[config.mk]
export PLATFORM = sky130hd
export DESIGN_NAME = shift_rotate_pipe
export DESIGN_NICKNAME = d
export VERILOG_FILES = /design/src/rtl/shift_rotate_pipe.sv
export SDC_FILE = /design/constraint.sdc
export NUM_CORES = 1
export LEC_CHECK = 0
export CAP_MARGIN = 20
export CORE_UTILIZATION = 45
export CTS_BUF_LIST = sky130_fd_sc_hd__clkbuf_16
export CTS_CLUSTER_SIZE = 28
export DETAILED_ROUTE_END_ITERATION = 10
export PLACE_DENSITY = 0.68
export SLEW_MARGIN = 30
export SYNTH_ARGS = -nofsm -noshare
export SYNTH_HDL_FRONTEND = slang
export SYNTH_SLANG_ARGS = --single-unit
export TNS_END_PERCENT = 5
[constraint.sdc]
create_clock -name clock -period 4.7 [get_ports clock]
set_input_delay 1.175 -clock clock [delete_from_list [all_inputs] [get_ports clock]]
set_output_delay 1.175 -clock clock [all_outputs]
set_load 0.02 [all_outputs]
[src/rtl/shift_rotate_pipe.sv]
// shift_rotate_pipe: fully pipelined barrel shifter / rotator.
// Stage 0 turns every operation into one right shift of a widened source
// vector. Stages 1..SW each apply one power-of-two step of that shift.
// A single advance signal stalls the whole pipe when the output is blocked.
module shift_rotate_pipe #(
  parameter int WIDTH = 32,
  parameter int SW    = $clog2(WIDTH),
  parameter int TAG_W = 4
) (
  input  logic             clock,
  input  logic             reset,
  input  logic             in_valid,
  output logic             in_ready,
  input  logic [WIDTH-1:0] in_data,
  input  logic [SW-1:0]    in_amt,
  input  logic [2:0]       in_op,
  input  logic [TAG_W-1:0] in_tag,
  output logic             out_valid,
  input  logic             out_ready,
  output logic [WIDTH-1:0] out_data,
  output logic [TAG_W-1:0] out_tag,
  output logic             out_zero
);

  localparam int SRC_W = 2 * WIDTH - 1;

  localparam logic [2:0] OP_SLL = 3'b000;
  localparam logic [2:0] OP_SRL = 3'b001;
  localparam logic [2:0] OP_SRA = 3'b010;
  localparam logic [2:0] OP_ROL = 3'b100;
  localparam logic [2:0] OP_ROR = 3'b101;

  logic             advance;
  logic [SRC_W-1:0] src_next;
  logic [SRC_W-1:0] src_reg;
  logic [SW-1:0]    r_next;
  logic [SW-1:0]    r_reg;
  logic [SW-1:0]    amt_neg;
  logic             valid0_reg;
  logic [TAG_W-1:0] tag0_reg;
  logic             zero_reg;

  // The whole pipe moves together unless a result is waiting and not taken.
  assign advance  = ~out_valid | out_ready;
  assign in_ready = advance;

  // (WIDTH - amt) mod WIDTH is just the two's complement in SW bits.
  assign amt_neg = SW'(0) - in_amt;

  // Map each op to a widened source and an equivalent right-shift amount.
  always_comb begin
    src_next = {{(WIDTH-1){1'b0}}, in_data};
    r_next   = '0;
    case (in_op)
      OP_SLL: begin
        // amt=0 keeps the plain source so the result is the operand itself.
        if (in_amt != '0) begin
          src_next = {in_data[WIDTH-2:0], {WIDTH{1'b0}}};
          r_next   = amt_neg;
        end
      end
      OP_SRL: r_next = in_amt;
      OP_SRA: begin
        src_next = {{(WIDTH-1){in_data[WIDTH-1]}}, in_data};
        r_next   = in_amt;
      end
      OP_ROL: begin
        src_next = {in_data[WIDTH-2:0], in_data};
        r_next   = amt_neg;
      end
      OP_ROR: begin
        src_next = {in_data[WIDTH-2:0], in_data};
        r_next   = in_amt;
      end
      default: ; // reserved ops fall through as a zero-distance shift
    endcase
    // Bubbles carry an all-zero payload so stale inputs never reach out_data.
    if (!in_valid) begin
      src_next = '0;
    end
  end

  // Stage 0: capture the pre-computed source, shift amount, tag and valid.
  always_ff @(posedge clock) begin
    if (reset) begin
      valid0_reg <= 1'b0;
      src_reg    <= '0;
      r_reg      <= '0;
      tag0_reg   <= '0;
    end else if (advance) begin
      valid0_reg <= in_valid;
      src_reg    <= src_next;
      r_reg      <= r_next;
      tag0_reg   <= in_valid ? in_tag : '0;
    end
  end

  genvar gi;
  generate
    for (gi = 1; gi <= SW; gi++) begin : g_stage
      // Stage gi shifts by S and drops the S top bits no longer reachable.
      localparam int S  = 1 << (SW - gi);
      localparam int OW = WIDTH + S - 1;

      logic [OW+S-1:0]  data_in;
      logic [SW-gi:0]   r_in;
      logic             valid_in;
      logic [TAG_W-1:0] tag_in;
      logic [OW-1:0]    data_next;
      logic [OW-1:0]    data_reg;
      logic             valid_reg;
      logic [TAG_W-1:0] tag_reg;

      if (gi == 1) begin : g_src
        assign data_in  = src_reg;
        assign r_in     = r_reg;
        assign valid_in = valid0_reg;
        assign tag_in   = tag0_reg;
      end else begin : g_src
        assign data_in  = g_stage[gi-1].data_reg;
        assign r_in     = g_stage[gi-1].g_rem.rem_reg;
        assign valid_in = g_stage[gi-1].valid_reg;
        assign tag_in   = g_stage[gi-1].tag_reg;
      end

      // The MSB of the remaining amount selects this stage's shift step.
      assign data_next = r_in[SW-gi] ? data_in[OW+S-1:S] : data_in[OW-1:0];

      // Register the narrowed vector together with its valid and tag.
      always_ff @(posedge clock) begin
        if (reset) begin
          valid_reg <= 1'b0;
          tag_reg   <= '0;
          data_reg  <= '0;
        end else if (advance) begin
          valid_reg <= valid_in;
          tag_reg   <= tag_in;
          data_reg  <= data_next;
        end
      end

      if (gi < SW) begin : g_rem
        logic [SW-gi-1:0] rem_reg;

        // Forward only the amount bits that later stages still consume.
        always_ff @(posedge clock) begin
          if (reset) begin
            rem_reg <= '0;
          end else if (advance) begin
            rem_reg <= r_in[SW-gi-1:0];
          end
        end
      end
    end
  endgenerate

  // Zero flag is registered alongside the final data, not derived from it.
  always_ff @(posedge clock) begin
    if (reset) begin
      zero_reg <= 1'b0;
    end else if (advance) begin
      zero_reg <= (g_stage[SW].data_next == '0);
    end
  end

  assign out_valid = g_stage[SW].valid_reg;
  assign out_data  = g_stage[SW].data_reg;
  assign out_tag   = g_stage[SW].tag_reg;
  assign out_zero  = zero_reg;

endmodule
==> impl_metrics.yaml, run 1 <==
timing:
  finalHoldViolCount: 0
  setup_slack_ns: 1.04
  rsz0062_at_grt: "no"
  fin_skew_ns: 0.0104
  slew_headroom_pct: 34.9
  fin_crit_sh_pct: 78.0
  final.min_clock_period_ns: 3.66
  slew_viol_final: 0
  tightestPinTransition_ns: 0.977
  max_clock_freq_mhz: 273
  tns_ns: 0
  setup_violations: 0
final_layout:
  syn2layout_area_growth_pct: 14.7
  drive_gt1_share_pct: 6.85
  seqCellArea_um2: 5920
  antennaDiodeCount: 0
  fin_nets: 1384
  layout_commonest_cell: "dfxtp_1"
  fin_area_um2: 14100
  utilization_pct: 52.6
  multi_input_area_um2: 5840
  mostFrequentLayoutCells: "dfxtp_1, nor2_1, mux2i_1"
  n_fill_cell: 2503
  largest_register_ffs: 154
floorplan:
  start_util_pct: 45.9
  io-pin-count: 87
  dieArea_um2: 28100
  die_h_um: 168
  coreArea_um2: 26900
  die_width_um: 168
  core.rowCount: 60
worst_hold_path:
  hold_class: "register to register"
worst_setup_path:
  critPathArrivalTime_ns: 2.49
  worst_setup_path_end_kind: "output pin"
  start_kind: "input port"
  worstSetupPathType: "input port to output pin"
  regToRegSetupSlack_ns: 2.54
  required_ns: 3.52
  crit_fanout: 22
global_route:
  antenna_found_initial: 0
  grt_first_pass_wirelength_um: 43700
  top_usage_layer: "met2"
  grtUsageMet2_pct: 30.0
  first_global_vias: 8334
  grt_max_degree: 223
  gr-usage-met1_pct: 26.4
  gr-usage-met3_pct: 2.39
  overflow: 0
  track_usage_pct: 18.8
power:
  total_power_mw: 5.13
  irDropWorstVdd_uv: 244
  p_leak_nw: 5.03
  powerDensity_nw_per_um2: 363
detailed_routing:
  ant_nets: 0
  drt_iter0_drc: 646
  vias: 9143
  drcViolationCount: 0
  firstDrtPassIters: 4
  drt-total-wl_um: 26700
  avgViaCountPerCell: 5.38
  wl_per_cell_um: 15.7
synthesis:
  synthCells: 1332
  synthDistinctLibCells: 39
  yosysSeqAreaShare_pct: 47.9
  synth-seq-cells: 295
  synthesis.nets: 1383
  yosysTopAreaCell: "dfxtp_1"
  yosysWarningCount: 0
  syn_area_per_cell_um2: 9.26
  synthTopCellsByArea: "dfxtp_1, mux2i_1, a211oi_1, nor2_1, nand2_1"
  syn_area_um2: 12300
  synth_top_area_share_pct: 47.9
clocking:
  clock-root-buffer: "clkbuf_16"
  cts.sinks: 295
  cts_resized: 0
  clock_latency_ns: 0.54
  clkSlewWorstSetupHoldPaths_ns: 0.06
  postCtsSetupRepairBufs: 0
  h-tree-depth: 1
  numCtsBuffers: 30
  cts_tree: "built"
  hold_buffers: 0
  clock_tree.buffer_depth: 3
place:
  placed_cell_area_um2: 13200
  dp_hpwl_um: 17000
  preCtsSetupSlack_ns: 0.979
  place_congestion: 0.802
  portBuffers: 86
job:
  drv_cap: 0
outcome:
  status: "completed"
power breakdown:
group / total [mW] / internal, mW / switching (mW)
Combinational: 0.284 / 0.132 / 0.152
Clock: 2.23 / 1.29 / 0.938
Sequential: 2.61 / 2.56 / 0.0564
cells by family after synthesis:
kind of cell	share of synthesized area, %
AO/OA/AOI/OAI	19.8
adder cells (fa/ha/maj)	0.305
buffers and inverters	4.85
flip-flops	47.9
multiplexers	15.2
AND/OR/NAND/NOR	12.0
per-stage QoR:
step | instances | hold WS (ns)
final | 1698 | 0.448
after global routing | 1698 | 0.466
after CTS | 1697 | 0.447
after detailed placement | 1641 | 0.439
after global placement | 1641 | 0.435
after floorplan | 1332 | 0.425
path summary, 6_finish.rpt:
path	startpoint	to	cells past startpoint
setup / recovery	out_ready	in_ready	4
hold / removal	g_stage[2].g_rem.rem_reg[1]	g_stage[3].g_rem.rem_reg[1]	2
setup reg to reg	out_valid	g_stage[1].data_in[49]	7
hold reg to reg	g_stage[2].g_rem.rem_reg[1]	g_stage[3].g_rem.rem_reg[1]	2
area by class of cell:
type	count	area share, %
Tap cell	341	3.02
Clock buffer	31	5.49
Multi-Input combinational cell	903	41.3
Clock inverter	25	1.13
Inverter	7	0.239
Sequential cell	295	41.8
Timing Repair Buffer	96	6.99
cells in the mapped netlist, drive strengths merged:
master and n:
dfxtp 295, nor2 232, mux2i 187, a211oi 186
nand2 109, a21oi 74, clkbuf 67, buf 60
o21ai 34, a22oi 32, nand3 9, inv 7
nor4 7, nor3 6, ha 3, nand4 3
a21o 2, and3 2, nor2b 2, a2111oi 1
a221o 1, a22o 1, a311oi 1, a31o 1
a32oi 1, a41o 1, nand3b 1, nand4b 1
nor3b 1, o21a 1, o221a 1, o311a 1
or3 1, or4 1
metal layers:
| metal | vias up | part of all wire [%] |
|---|---|---|
| li1 | 4774 | - |
| met1 | 4165 | 50 |
| met2 | 164 | 44 |
| met3 | 40 | 3.5 |
| met4 | 0 | 2.4 |
| met5 | - | 0 |
critical path: stages:
cell and delay, ns:
clkdlybuf4s50_1 0.50, nor2b_4 0.07, inv_8 0.12, clkdlybuf4s50_1 0.62
Note: power is estimated with default switching activity, not from simulation.
==> run 2, diff against run 1 <==
Settings changed: PLACE_DENSITY 0.68 to 0.7.
Clock period 4.7 ns to 3 ns, I/O delays scaled along.
==> run 2 against run 1 <==
Clock power is 51% higher. Clock-buffer cell count unchanged. Largest power group unchanged. Highest routed layer unchanged. Setup slack lost 0.76 ns. Largest cell class unchanged. Power increased by 55%.
==> impl_metrics.yaml, run 2 (synthesis gave the netlist of run 1 again) <==
clocking:
  clock_tree.buffer_depth: 3
  clock_latency_ns: 0.55
  postCtsSetupRepairBufs: 0
  clkSlewWorstSetupHoldPaths_ns: 0.06
  h-tree-depth: 1
  cts.sinks: 295
  clock-root-buffer: "clkbuf_16"
  numCtsBuffers: 31
  hold_buffers: 0
  cts_resized: 0
  cts_tree: "built"
detailed_routing:
  avgViaCountPerCell: 5.35
  route.met2.wl_um: 11500
  drt_iter0_drc: 669
  top_layer_used: "met4"
  wl_per_cell_um: 15.2
  vias: 9196
  ant_nets: 0
  wl_met3_um: 889
  firstDrtPassIters: 5
  drt-total-wl_um: 26200
  drcViolationCount: 0
  wl_met1_um: 13400
place:
  portBuffers: 86
  placed_cell_area_um2: 13400
  dp_hpwl_um: 17400
  dp_cells: 1660
  place_congestion: 0.817
worst_setup_path:
  path_cells: "clkdlybuf4s50_1, nor2b_4, inv_8, clkdlybuf4s50_1"
  critPathArrivalTime_ns: 1.97
  worstSetupPathType: "input port to output pin"
  worst_setup_path_end_kind: "output pin"
  start_kind: "input port"
  cpMaxStageDelayCell: "clkdlybuf4s50_1"
  slowest_delay_ns: 0.53
  required_ns: 2.25
  cp_top_family: "buffers and inverters"
  path_buf_inv: 3
  crit_fanout: 3
  crit_top_cell: "clkdlybuf4s50_1"
final_layout:
  layout_commonest_cell: "dfxtp_1"
  fin_nets: 1403
  largest_register_ffs: 154
  multi_input_area_um2: 5840
  antennaDiodeCount: 0
  utilization_pct: 53.1
  final_cells: 1718
  n_fill_cell: 2515
  syn2layout_area_growth_pct: 15.8
  drive_gt1_share_pct: 7.77
  seqCellArea_um2: 5910
  fin_area_um2: 14300
  mostFrequentLayoutCells: "dfxtp_1, nor2_1, mux2i_1"
outcome:
  status: "completed"
timing:
  fin_skew_ns: 0.00938
  setup_violations: 0
  finalHoldViolCount: 0
  final.min_clock_period_ns: 2.72
  slew_headroom_pct: 46.4
  max_clock_freq_mhz: 367
  rsz0062_at_grt: "no"
  fin_crit_sh_pct: 90.7
  tightestPinTransition_ns: 0.804
  tns_ns: 0
  slew_viol_final: 0
floorplan:
  core.rowCount: 60
  io-pin-count: 87
  die_width_um: 168
  coreArea_um2: 26900
  start_util_pct: 45.9
  die_h_um: 168
  dieArea_um2: 28100
worst_hold_path:
  hold_class: "register to register"
global_route:
  antenna_found_initial: 0
  track_usage_pct: 18.3
  grt_max_degree: 139
  grt_first_pass_wirelength_um: 43400
  first_global_vias: 8351
  overflow: 0
power:
  powerDensity_nw_per_um2: 555
  irDropWorstVdd_uv: 388
  p_leak_nw: 5.11
job:
  drv_cap: 0
run 2: cell count changes in the layout (fill, tap and decap cells not counted):
cell | before | now
buf_12 | 2 | 8
buf_4 | 6 | 20
buf_6 | 1 | 0
bufinv_16 | 2 | 0
dfxtp_4 | 2 | 0
clkinv_1 | 7 | 13
inv_6 | 0 | 1
nor2_4 | 1 | 0
clkinvlp_4 | 0 | 1
dfxtp_2 | 3 | 5
nor2_2 | 0 | 1
buf_16 | 1 | 0
clkinv_2 | 7 | 3
run 2: final timing paths:
check	to	startpoint	slack, ns	cells past startpoint
worst max-delay path	in_ready	out_ready	0.28	4
worst min-delay path	g_stage[1].data_in[57]	g_stage[1].data_in[57]	0.45	2
worst max register to register	g_stage[1].data_reg[10]	out_valid	1.13	6
worst min register to register	g_stage[1].data_in[57]	g_stage[1].data_in[57]	0.45	2
run 2: through the flow:
stage | hold slack (ns) | total power, mW | worst slack (ns)
2_1_floorplan | 0.425 | 4.46 | 0.579
3_3_place_gp | 0.433 | 4.63 | 0.0258
3_5_place_dp | 0.441 | 4.64 | 0.0101
4_1_cts | 0.449 | 7.99 | 0.270
5_1_grt | 0.464 | 8.22 | 0.249
6_report | 0.446 | 7.92 | 0.278
run 2: cell type report:
type / instances / area share (%)
inverter: 7 / 0.237
clock inverter: 27 / 0.833
multi-input combinational: 903 / 40.9
tap: 341 / 2.99
timing repair buffer: 114 / 8.23
clock buffer: 31 / 5.43
sequential: 295 / 41.4
run 2: routing by layer:
layer  global-route usage [%]  up-vias
li1                         -     4819
met1                     26.6     4185
met2                     28.9      160
met3                     2.48       32
met4                     3.95        0
met5                        0        -
run 2: worst register-to-register path: stages, from the launching register on:
cell and delay [ns]:
dfxtp_1 0.31, nor2b_4 0.15, inv_8 0.05, buf_12 0.25, buf_4 0.63, nor2_1 0.13, a211oi_1 0.24
run 2: power breakdown:
group	internal (mW)	leakage [nW]	switching (mW)
registers	4.01	2.39	0.0812
clock network	1.86	0.466	1.51
logic	0.221	2.26	0.243
==> RTL edit 1: new RTL, flow settings as in run 2 <==
`TAG_W`: 4 -> 3.
--- a/src/rtl/shift_rotate_pipe.sv
+++ b/src/rtl/shift_rotate_pipe.sv
@@ -6,5 +6,5 @@
   parameter int WIDTH = 32,
   parameter int SW    = $clog2(WIDTH),
-  parameter int TAG_W = 4
+  parameter int TAG_W = 3
 ) (
   input  logic             clock,
Ports: changed (resized in_tag and out_tag); port bits go from 87 to 85. No check against the original RTL was run, so the function may have changed too.
==> RTL edit 1 against run 2 <==
- the flow now finishes with violations (design-rule violations)
- routed wire length shrank 2.3%
- area after synthesis shrank 1.5%
- design area shrank 1.1%
- global-route usage grew 0.17 points
- total power grew 2.3%
- worst setup slack lost 0.016 ns
- sequential cell count shrank 6
- highest routed layer unchanged
- non-clock buffer count shrank 3
==> RTL edit 1: results (changes against run 2) <==
outcome:
  status: "finished, violations left"  # was finished clean
  failed_checks: "design-rule violations"
worst_setup_path:
  crit_arrival_ns: 1.99  # was 1.97 ns
  path_delay_family: "buffers and inverters"  # unchanged
  path_max_fanout: 3  # unchanged
  crit_start: "out_ready"  # unchanged
  timing.rr.start: "out_valid$_SDFFE_PP0P_"  # unchanged
  slowest_stage: "clkdlybuf4s50_1"  # unchanged
  worst-r2r-setup-slack_ns: 1.13  # about the same
  max_stage_delay_ns: 0.54
place:
  place_hpwl_microns: 16900  # was 17400 microns
  dp.cells: 1627  # was 1660
  port_buffers: 84  # was 86
  gp_congestion: 0.830  # was 0.817
  dpl_cell_area_sq_um: 13200  # was 13400 sq um
clock_tree:
  htree_levels: 1  # unchanged
  clockBufferDepth: 3  # unchanged
  cts.repair.resized: 0  # unchanged
  clkTransAtPathRegs_ns: 0.06  # about the same
  worstSkewPairLatency_ns: 0.54
  cts_buffers: 29  # was 31
  root_buffer: "clkbuf_16"  # unchanged
  cts_setup_buffers: 0  # unchanged
detailed_routing:
  drt-pass1-iter-count: 8  # was 5
  postRouteWirelength_microns: 25600  # was 26200 microns
  drc: 5  # was 0
  drt_iter0_drc: 645  # was 669
  drt-wirelength-per-cell_microns: 15.3  # was 15.2 microns
  via_count: 9110  # was 9196
  drtAntennaViolNets: 0  # unchanged
power_and_ir_drop:
  p_leak_nw: 5.07  # was 5.11 nW
  peakVddDrop_uv: 371  # was 388 uV
yosys:
  yosys_warnings: 0  # unchanged
  async_flop_share_pct: 0  # unchanged
  synth_common_cells: "289 x dfxtp_1, 232 x nor2_1, 187 x mux2i_1, 186 x a211oi_1, 98 x nand2_1"  # was 295 x dfxtp_1, 232 x nor2_1, 187 x mux2i_1, 186 x a211oi_1, 109 x nand2_1
  synthCells: 1307  # was 1332
  synth_area_leaders: "dfxtp_1 48%, mux2i_1 15%, a211oi_1 11%"  # unchanged
  ys_seq_area_share_pct: 47.6  # was 47.9%
  ys_types: 40  # was 39
global_routing:
  grt_max_degree: 121  # was 139
  grt_pass1_wl_microns: 43300  # was 43400 microns
  antenna_found_initial: 0  # unchanged
  grt_pass1_vias: 8256  # was 8351
  grt_usage_pct: 18.5  # was 18.3%
min_path:
  min_from: "g_stage[1].g_rem.rem_reg[2]$_SDFFE_PP0P_"  # was g_stage[1].data_in[57]$_SDFFE_PP0P_
  hold_class: "reg -> reg"  # unchanged
timing:
  skew_ns: 0.00696  # was 0.00938 ns
  whs_ns: 0.442  # was 0.446 ns
  worst_slew_pin_slew_ns: 0.961  # was 0.804 ns
finish:
  fin_nets: 1373  # was 1403
  drive_above_1_share_pct: 8.27  # was 7.77%
  largest_register_ffs: 154  # unchanged
  diodes: 0  # unchanged
  fill_cells: 2446  # was 2515
job:
  cap_violations: 0  # unchanged
## RTL edit 1: cell count changes after synthesis, sizes merged
| cell | run 2 | this run |
|---|---|---|
| nand2 | 109 | 98 |
| a21oi | 74 | 68 |
| dfxtp | 295 | 289 |
| clkbuf | 67 | 65 |
| buf | 60 | 61 |
| nand3 | 9 | 8 |
## RTL edit 1: worst min-delay path: cells and delay by family (launching register included)
family          cells  cell delay, ns
simple gates        1            0.05
flops               1            0.31
compound gates      1            0.05
## RTL edit 1: cell type report
class	instances	area, sq um	area share, %
timing repair buffer	111	1160	8.19
clock inverter	22	234	1.66
tap	335	419	2.97
sequential	289	5790	41.0
multi-input combinational	885	5760	40.8
inverter	7	33.8	0.239
clock buffer	29	726	5.14
## RTL edit 1: layer usage
layer	share of wire (%)	up-vias	routed length (microns)	global-route usage, %
li1	-	4744	-	-
met1	50	4146	12800	27.1
met2	44	186	11300	28.9
met3	3.9	34	992	2.34
met4	1.9	0	482	4.51
met5	0	-	0	0
## RTL edit 1: kinds of logic (layout without fill, tap and decap cells)
kind of cell	Yosys count	in the layout	share of synthesized area, %
and+or+nand+nor	363	363	11.8
AOI/OAI and AO/OA	332	332	19.8
DFF	289	289	47.6
muxes	187	187	15.4
buffers and inverters	133	169	5.02
adders and majority gates	3	3	0.309
## RTL edit 1: where the power goes
group / total, mW / switching [mW] / leakage [nW] / internal [mW]
clock: 3.65 / 1.47 / 0.493 / 2.18
sequential: 4.01 / 0.0830 / 2.34 / 3.92
combinational: 0.455 / 0.235 / 2.23 / 0.220
## RTL edit 1: metrics by stage
| step | utilization [%] | power, mW | setup WS [ns] |
|---|---|---|---|
| finish | 53.7 | 8.11 | 0.263 |
| global route | 53.7 | 8.41 | 0.223 |
| CTS | 53.7 | 8.17 | 0.254 |
| detailed placement | 50.1 | 4.55 | 0.0299 |
| global placement | 50.1 | 4.54 | 0.0214 |
| floorplan | - | 4.37 | 0.538 |
## RTL edit 1: worst paths after layout
kind	to	cells after the start
hold / removal	g_stage[2].g_rem.rem_reg[2]$_SDFFE_PP0P_	2
setup / recovery	in_ready	4
setup reg to reg	g_stage[1].data_in[62]$_SDFFE_PP0P_	7
hold reg to reg	g_stage[2].g_rem.rem_reg[2]$_SDFFE_PP0P_	2
==> RTL edit 2: new RTL, settings of run 2 <==
Made on the original files. Make the reset (`reset`) asynchronous in 4 clocked blocks.
--- a/src/rtl/shift_rotate_pipe.sv
+++ b/src/rtl/shift_rotate_pipe.sv
@@ -82,5 +82,5 @@
 
   // Stage 0: capture the pre-computed source, shift amount, tag and valid.
-  always_ff @(posedge clock) begin
+  always_ff @(posedge clock or posedge reset) begin
     if (reset) begin
       valid0_reg <= 1'b0;
@@ -128,5 +128,5 @@
 
       // Register the narrowed vector together with its valid and tag.
-      always_ff @(posedge clock) begin
+      always_ff @(posedge clock or posedge reset) begin
         if (reset) begin
           valid_reg <= 1'b0;
@@ -144,5 +144,5 @@
 
         // Forward only the amount bits that later stages still consume.
-        always_ff @(posedge clock) begin
+        always_ff @(posedge clock or posedge reset) begin
           if (reset) begin
             rem_reg <= '0;
@@ -156,5 +156,5 @@
 
   // Zero flag is registered alongside the final data, not derived from it.
-  always_ff @(posedge clock) begin
+  always_ff @(posedge clock or posedge reset) begin
     if (reset) begin
       zero_reg <= 1'b0;
Function: differs if reset is asserted again (counterexample within 4 cycles, from zero or initial values and one cycle with reset high); with reset held inactive, the same outputs for 4 cycles.
==> RTL edit 2 against run 2 <==
- non-clock buffer count decreased by 4
- utilization increased by 0.55 points
- sequential cell count unchanged
- via count decreased by 4.1%
- design area increased by 5.3%
- highest routed layer unchanged
- routed wire length increased by 1.8%
- critical endpoint unchanged
- global-route usage increased by 0.54 points
- area after synthesis increased by 4.6%
- worst setup slack got worse by 0.030 ns
Power is not compared: it rests on default switching activity, and its combinational part moved more than twofold at a synthesized area within 25%.
==> RTL edit 2: results (changes against run 2) <==
outcome:
  status: "finished clean"  # unchanged
min_path:
  holdPathEnd: "out_tag[3]$_DFFE_PP0P_"  # was g_stage[1].data_in[57]$_SDFFE_PP0P_
  min_from: "out_tag[3]$_DFFE_PP0P_"  # was g_stage[1].data_in[57]$_SDFFE_PP0P_
  hold_class: "reg -> reg"  # unchanged
worst_setup_path:
  crit_arrival_ns: 2.00  # was 1.97 ns
  rr_endpoint: "g_stage[1].data_in[18]$_DFFE_PP0P_"  # was g_stage[1].data_reg[10]$_SDFFE_PP0P_
  path_max_fanout: 2  # was 3
  rr_worst_depth: 7  # was 6
  max_stage_delay_ns: 0.63  # was 0.53 ns
  timing.rr.start: "out_valid$_DFFE_PP0P_"  # was out_valid$_SDFFE_PP0P_
  worst-r2r-setup-slack_ns: 1.17  # was 1.13 ns
finish:
  inv_count: 8  # was 7
  clkCellAreaFrac_pct: 6.03  # was 6.27%
  seq_cells: 295  # unchanged
  nonClkBufAreaFrac_pct: 7.59  # was 8.23%
  final_cells: 1713  # was 1718
  multi_input_area_share_pct: 33.9  # was 40.9%
  multi_input_cells: 866  # was 903
  nNonClkBuffers: 110  # was 114
  fin_nets: 1362  # was 1403
  drive_above_1_share_pct: 5.77  # was 7.77%
  fill_cells: 2560  # was 2515
  fin_util_pct: 53.7  # was 53.1%
  sh_seq_area_pct: 49.1  # was 41.4%
place:
  post-place-ws_ns: 0.152  # was 0.0101 ns
  dpl_cell_area_sq_um: 14100  # was 13400 sq um
  gp_congestion: 0.769  # was 0.817
  place_hpwl_microns: 18100  # was 17400 microns
yosys:
  synth_compound_area_share_pct: 13.1  # was 19.8%
  muxShareOfSynthArea_pct: 14.5  # was 15.2%
  ys_seq_area_share_pct: 57.3  # was 47.9%
  synth_common_cells: "334 x nand2_1, 295 x dfrtp_1, 219 x o21ai_0, 186 x mux2i_1, 55 x clkbuf_1"  # was 295 x dfxtp_1, 232 x nor2_1, 187 x mux2i_1, 186 x a211oi_1, 109 x nand2_1
  yosys.area_share.adder_pct: 0.291  # was 0.304%
  synth_edf_count: 0  # unchanged
  synth_area_leaders: "dfrtp_1 57%, mux2i_1 14%, nand2_1 9.7%"  # was dfxtp_1 48%, mux2i_1 15%, a211oi_1 11%
  yosys_warnings: 0  # unchanged
  synthCells: 1265  # was 1332
  ys_types: 36  # was 39
  async_flop_share_pct: 100  # was 0%
timing:
  whs_ns: 0.464  # was 0.446 ns
  timing.final.crit_share_pct: 91.7  # was 90.7%
  worst_slew_pin_slew_ns: 0.787  # was 0.804 ns
  skew_ns: 0.0136  # was 0.00938 ns
global_routing:
  grt_max_degree: 206  # was 139
  grt_overflow: 0  # unchanged
  grt_usage_pct: 18.9  # was 18.3%
  grt_pass1_wl_microns: 45000  # was 43400 microns
  grt_pass1_vias: 8497  # was 8351
detailed_routing:
  postRouteWirelength_microns: 26700  # was 26200 microns
  drt_iter0_drc: 720  # was 669
  via_count: 8816  # was 9196
clock_tree:
  cts.repair.resized: 0  # unchanged
  cts_buffers: 30  # was 31
die:
  die_w_microns: 171  # was 168 microns
==> RTL edit 2: changes by cell type after synthesis, moves of 6 or more <==
cell      before  now
a22o_1         1   32
a22oi_2       30    0
buf_6          6    0
clkbuf_1      67   55
o21ai_1       14    4
nand2_1      109  334
a211oi_1     186    1
a21oi_1       74   37
dfxtp_1      295    0
o21ai_0       20  219
dfrtp_1        0  295
buf_1         14    6
nor2_1       232    8
==> RTL edit 2: per-layer routing <==
metal	routed length [microns]	track usage, %	share of wire, %
met1	13200	28.0	49
met4	428	3.77	1.6
met2	12000	29.7	45
met3	1070	2.51	4.0
met5	0	0	0
==> RTL edit 2: worst max-delay path: cells and delay by family <==
| family | cells | cell delay (ns) |
|---|---|---|
| buffers and inverters | 3 | 1.21 |
| and+or+nand+nor | 1 | 0.05 |
==> RTL edit 2: power by group <==
part	switching (mW)	leakage, nW	internal, mW	total, mW
Clock	1.48	0.463	1.94	3.41
Combinational	2.16	2.37	1.69	3.85
Sequential	0.966	3.93	5.14	6.10
Total	4.60	6.76	8.76	13.4
